==> config.mk <==
export PLATFORM = sky130hd
export DESIGN_NAME = flash_pin_arbiter
export DESIGN_NICKNAME = d
export VERILOG_FILES = /design/src/rtl/flash_arb_pkg.sv /design/src/rtl/flash_arb_pin_mux.sv /design/src/rtl/flash_pin_arbiter.sv
export SDC_FILE = /design/constraint.sdc
export NUM_CORES = 1
export LEC_CHECK = 0
export CORE_MARGIN = 4
export CORE_UTILIZATION = 45
export CTS_BUF_LIST = sky130_fd_sc_hd__clkbuf_8
export DETAILED_ROUTE_END_ITERATION = 8
export PLACE_DENSITY = 0.82
export SYNTH_ARGS = -nofsm -noshare
export SYNTH_HDL_FRONTEND = slang
export SYNTH_SLANG_ARGS = --single-unit
==> constraint.sdc <==
create_clock -name clk -period 2 [get_ports clk]
set_input_delay 0.4 -clock clk [delete_from_list [all_inputs] [get_ports clk]]
set_output_delay 0.4 -clock clk [all_outputs]
set_load 0.05 [all_outputs]
==> src/rtl/flash_arb_pkg.sv <==
// rtl/flash_arb_pkg.sv - shared types and parked-pin constants for the flash pin arbiter
package flash_arb_pkg;

    typedef enum logic [1:0] {
        ST_OWN_A   = 2'd0,
        ST_DRAIN_A = 2'd1,
        ST_OWN_B   = 2'd2,
        ST_DRAIN_B = 2'd3
    } flash_arb_state_t;

    localparam logic       FLASH_PARK_CSB = 1'b1;
    localparam logic       FLASH_PARK_CLK = 1'b0;
    localparam logic [3:0] FLASH_PARK_OE  = 4'h0;
    localparam logic [3:0] FLASH_PARK_DO  = 4'h0;

    function automatic int unsigned flash_arb_max(input int unsigned x, input int unsigned y);
        return (x > y) ? x : y;
    endfunction

endpackage

==> src/rtl/flash_arb_pin_mux.sv <==
// rtl/flash_arb_pin_mux.sv - combinational A/B/park select for the flash pins and di gating
module flash_arb_pin_mux
    import flash_arb_pkg::*;
(
    input  flash_arb_state_t state,
    input  logic             a_csb,
    input  logic             a_clk,
    input  logic [3:0]       a_io_oe,
    input  logic [3:0]       a_io_do,
    output logic [3:0]       a_io_di,
    input  logic             b_csb,
    input  logic             b_clk,
    input  logic [3:0]       b_io_oe,
    input  logic [3:0]       b_io_do,
    output logic [3:0]       b_io_di,
    output logic             flash_csb,
    output logic             flash_clk,
    output logic [3:0]       flash_io_oe,
    output logic [3:0]       flash_io_do,
    input  logic [3:0]       flash_io_di
);

    always_comb begin
        flash_csb   = FLASH_PARK_CSB;
        flash_clk   = FLASH_PARK_CLK;
        flash_io_oe = FLASH_PARK_OE;
        flash_io_do = FLASH_PARK_DO;
        a_io_di     = 4'h0;
        b_io_di     = 4'h0;
        case (state)
            ST_OWN_A: begin
                flash_csb   = a_csb;
                flash_clk   = a_clk;
                flash_io_oe = a_io_oe;
                flash_io_do = a_io_do;
                a_io_di     = flash_io_di;
            end
            ST_OWN_B: begin
                flash_csb   = b_csb;
                flash_clk   = b_clk;
                flash_io_oe = b_io_oe;
                flash_io_do = b_io_do;
                b_io_di     = flash_io_di;
            end
            default: begin
            end
        endcase
    end

endmodule

==> src/rtl/flash_pin_arbiter.sv <==
// rtl/flash_pin_arbiter.sv - two-master quad-SPI pin arbiter; optional B idle timeout via FLASH_ARB_TIMEOUT_EN
module flash_pin_arbiter
    import flash_arb_pkg::*;
#(
    parameter int unsigned GUARD_CYCLES   = 4,
    parameter int unsigned TIMEOUT_CYCLES = 65535
) (
    input  logic       clk,
    input  logic       resetn,
    input  logic       a_csb,
    input  logic       a_clk,
    input  logic [3:0] a_io_oe,
    input  logic [3:0] a_io_do,
    output logic [3:0] a_io_di,
    output logic       a_hold,
    input  logic       b_req,
    output logic       b_gnt,
    input  logic       b_csb,
    input  logic       b_clk,
    input  logic [3:0] b_io_oe,
    input  logic [3:0] b_io_do,
    output logic [3:0] b_io_di,
    output logic       b_timeout,
    output logic       flash_csb,
    output logic       flash_clk,
    output logic [3:0] flash_io_oe,
    output logic [3:0] flash_io_do,
    input  logic [3:0] flash_io_di
);

    localparam int unsigned    CNT_W      = $clog2(flash_arb_max(GUARD_CYCLES, TIMEOUT_CYCLES) + 1);
    localparam logic [CNT_W-1:0] CNT_MAX    = {CNT_W{1'b1}};
    localparam logic [CNT_W-1:0] GUARD_LAST = CNT_W'(GUARD_CYCLES - 1);

    flash_arb_state_t state;
    flash_arb_state_t state_next;
    logic [CNT_W-1:0] guard_cnt;
    logic [CNT_W-1:0] guard_next;
    logic             lockout;
    logic             timeout_fire;

`ifdef FLASH_ARB_TIMEOUT_EN
    localparam logic [CNT_W-1:0] TIMEOUT_LAST = CNT_W'(TIMEOUT_CYCLES - 1);

    logic [CNT_W-1:0] timeout_cnt;
    logic             timeout_q;

    // An explicit release request wins over a simultaneous timeout, so no pulse then.
    assign timeout_fire = (state == ST_OWN_B) && b_req && b_csb && (timeout_cnt == TIMEOUT_LAST);

    always_ff @(posedge clk) begin
        if (!resetn) begin
            timeout_cnt <= '0;
            lockout     <= 1'b0;
            timeout_q   <= 1'b0;
        end else begin
            timeout_q <= timeout_fire;
            if (timeout_fire) begin
                lockout <= 1'b1;
            end else if (!b_req) begin
                lockout <= 1'b0;
            end
            if ((state == ST_OWN_B) && b_csb) begin
                timeout_cnt <= (timeout_cnt == CNT_MAX) ? timeout_cnt : timeout_cnt + 1'b1;
            end else begin
                timeout_cnt <= '0;
            end
        end
    end

    assign b_timeout = timeout_q;
`else
    assign timeout_fire = 1'b0;
    assign lockout      = 1'b0;
    assign b_timeout    = 1'b0;
`endif

    always_ff @(posedge clk) begin
        if (!resetn) begin
            state     <= ST_OWN_A;
            guard_cnt <= '0;
        end else begin
            state     <= state_next;
            guard_cnt <= guard_next;
        end
    end

    always_comb begin
        state_next = state;
        guard_next = (guard_cnt == CNT_MAX) ? guard_cnt : guard_cnt + 1'b1;
        case (state)
            ST_OWN_A: begin
                if (b_req && !lockout) begin
                    state_next = ST_DRAIN_A;
                end
            end
            ST_DRAIN_A: begin
                // The guard interval only counts cycles where A has actually let go of CSB.
                if (!b_req) begin
                    state_next = ST_DRAIN_B;
                end else if (!a_csb) begin
                    guard_next = '0;
                end else if (guard_cnt == GUARD_LAST) begin
                    state_next = ST_OWN_B;
                end
            end
            ST_OWN_B: begin
                if (!b_req || timeout_fire) begin
                    state_next = ST_DRAIN_B;
                end
            end
            ST_DRAIN_B: begin
                if (guard_cnt == GUARD_LAST) begin
                    state_next = ST_OWN_A;
                end
            end
            default: begin
                state_next = ST_OWN_A;
            end
        endcase
        if (state_next != state) begin
            guard_next = '0;
        end
    end

    assign a_hold = (state != ST_OWN_A);
    assign b_gnt  = (state == ST_OWN_B);

    flash_arb_pin_mux u_pin_mux (
        .state       (state),
        .a_csb       (a_csb),
        .a_clk       (a_clk),
        .a_io_oe     (a_io_oe),
        .a_io_do     (a_io_do),
        .a_io_di     (a_io_di),
        .b_csb       (b_csb),
        .b_clk       (b_clk),
        .b_io_oe     (b_io_oe),
        .b_io_do     (b_io_do),
        .b_io_di     (b_io_di),
        .flash_csb   (flash_csb),
        .flash_clk   (flash_clk),
        .flash_io_oe (flash_io_oe),
        .flash_io_do (flash_io_do),
        .flash_io_di (flash_io_di)
    );

endmodule
==> results_dict.tcl <==
set metrics [dict create \
    outcome "finished clean" \
    synth-seq-area-share 0.292 \
    layout.nets 230 \
    postCtsSetupRepairBufs 0 \
    p_per_area_nw_per_um2 565 \
    slowest_delay_ns 0.39 \
    ctsRootBufferMaster "clkbuf_8" \
    hold_path_depth 1 \
    finalPower_uw 1100 \
    slowest_stage "dfxtp_1" \
    antenna_found_initial 0 \
    dp_hpwl_um 3210 \
    rsz0062_at_grt "false" \
    numPortBuffers 46 \
    yosys_warnings 0 \
    nFillCells 186 \
    num_rows 18 \
    overflow 0 \
    numClockSinks 18 \
    synth_ff_type "dfxtp_1" \
    drv_cap 0 \
    total_leakage_power_uw 0.000702 \
    synth_cell_types 48 \
    setup_violations 0 \
    die_w_um 60.4 \
    syn_avg_cell_area_um2 8.12 \
    core_area_um2 2540 \
    wire_per_inst_um 18.0 \
    cts_tree "built" \
    cp_max_fo 16 \
    drive_gt1_frac 0.230 \
    final_core_util 0.768 \
    synth_cells 152 \
    viasPerCell 6.07 \
    crit_type "reg -> reg" \
    drc_errors 0 \
    required_ns 2.13 \
    finClkSkew_ns 0.00443 \
    hold_class "reg -> reg" \
    drt_iter0_markers 73 \
    crit_chain "ha_1 > nor4b_2 > nand4_1 > a32oi_2 > buf_12 > nor3b_1" \
    drv_slew 0 \
    die-area_um2 3640 \
    hold_buffers 0 \
    gp_congestion 0.921 \
    grt_pass1_vias 1330 \
    numCtsBuffers 3 \
    vias 1395 \
    first_pass_iters 4 \
    syn2layout_area_growth_pct 58.5 \
    relSlewSlack 0.657 \
    hold_violations 0 \
    n_antenna_cell 0 \
    grt_util_all_layers 0.233 \
    syn_area_um2 1230 \
    die_y_um 60.4 \
    max-vdd-ir-drop_mv 0.525 \
    endpoint_kind "flop" \
    cp-start-kind "flop" \
    wirelength_um 4150 \
    antenna_left 0 \
    path_clk_slew_ns 0.06 \
    grt_pass1_wl_um 6350 \
    period_minus_slack_ns 1.87 \
    clock_path_buffers 2 \
    start_util 0.485 \
    clock_latency_ns 0.25 \
    async_flop_share 0 \
    timing.fmax_mhz 535 \
    synth_edf_count 0 \
    cp.arrival_ns 2.00 \
    synth_nets 180 \
    grt_max_degree 17 \
    post-route-period-util 0.935 \
    worst_slew_pin_slew_ns 0.511 \
    rr_worst_depth 6 \
    cts_max_level 1 \
    synth_seq_cells 18 \
    ios 48 \
]
[worst paths after layout]
path | from | end | slack [ns]
max | guard_cnt[0]$_SDFF_PP0_ | guard_cnt[14]$_SDFF_PP0_ | 0.13
min | guard_cnt[6]$_SDFF_PP0_ | guard_cnt[6]$_SDFF_PP0_ | 0.53
max reg2reg | guard_cnt[0]$_SDFF_PP0_ | guard_cnt[14]$_SDFF_PP0_ | 0.13
min reg2reg | guard_cnt[6]$_SDFF_PP0_ | guard_cnt[6]$_SDFF_PP0_ | 0.53
[routing by layer]
layer | part of all wire | GRT usage | vias up
met5 | 0 | 0 | -
met2 | 0.52 | 0.420 | 74
li1 | - | - | 668
met4 | 0.027 | 0.0918 | 0
met1 | 0.37 | 0.267 | 640
met3 | 0.078 | 0.0489 | 13
[stage by stage]
step                instances  setup TNS, ns  hold slack, ns  area [µm²]  setup WS [ns]
finish                    230              0           0.535        1960          0.129
global placement          227              0           0.487        1910          0.242
floorplan                 152         -0.349           0.473        1250        -0.0873
detailed placement        227              0           0.513        1910          0.153
CTS                       230              0           0.525        1950          0.152
global route              230              0           0.550        1960        0.00411
[final cells by class]
cell class	instances	area (µm²)	area share
multi-input cells	122	830	0.424
repair buffers	52	668	0.342
flip-flops and latches	18	360	0.184
clock buffers	3	41.3	0.0211
well taps	30	37.5	0.0192
inverters	5	18.8	0.00960
[layout by cell type, fill, tap and decap left out, types with 2 or more instances in the layout]
master	netlist	routed
a211oi_1	3	3
a21oi_1	6	6
a311oi_1	2	2
and2_1	9	9
and3_1	3	3
and4_1	2	2
buf_12	0	17
buf_4	2	9
clkbuf_8	0	3
clkdlybuf4s50_1	0	26
dfxtp_1	18	18
inv_1	5	5
mux2i_1	10	10
nand2_1	7	7
nand3_1	8	8
nand4_1	6	6
nor2_1	19	13
nor2_2	0	6
nor3_1	3	3
nor4_1	3	3
o21ai_0	6	6
o22ai_1	2	2
o31ai_1	3	3
or3_1	2	2
or3_2	2	2
or4_1	2	2
[power breakdown]
part | switching [µW] | internal (µW) | leakage (µW)
clock | 111 | 134 | 0.0000216
combinational | 261 | 224 | 0.000535
sequential | 8.06 | 367 | 0.000146
[Yosys cell counts, types with 3 or more instances]
cell | n | area share
a211oi_1 | 3 | 0.018
a21oi_1 | 6 | 0.024
and2_1 | 9 | 0.046
and3_1 | 3 | 0.015
dfxtp_1 | 18 | 0.29
inv_1 | 5 | 0.015
mux2i_1 | 10 | 0.081
nand2_1 | 7 | 0.021
nand3_1 | 8 | 0.032
nand4_1 | 6 | 0.030
nor2_1 | 19 | 0.058
nor3_1 | 3 | 0.012
nor4_1 | 3 | 0.015
o21ai_0 | 6 | 0.024
o31ai_1 | 3 | 0.018
[logic make-up after synthesis]
family / synth area share
AO/OA/AOI/OAI: 0.182
flip-flops: 0.292
multiplexers: 0.0811
buffers and inverters: 0.0548
AND/OR/NAND/NOR: 0.363
XOR/XNOR: 0.0142
adder cells (fa/ha/maj): 0.0101
other: 0.00304
[flip-flops by register name, summed over array words and instances, names as in the netlist]
register and flops:
guard_cnt 16, state 2
[critical path: cells and delay by family, from the launching register on]
kind / cells / cell delay (ns)
and+or+nand+nor: 3 / 0.58
adders and majority gates: 1 / 0.28
buffers and inverters: 1 / 0.18
AOI/OAI and AO/OA: 1 / 0.30
DFF: 1 / 0.39
[repair_timing]
action                                  in CTS  in global routing
gates resized for setup                      0                  1
hold endpoints to repair                     0                  0
endpoints found under the setup margin       0                 16
Power figures use the tool's default switching activity.
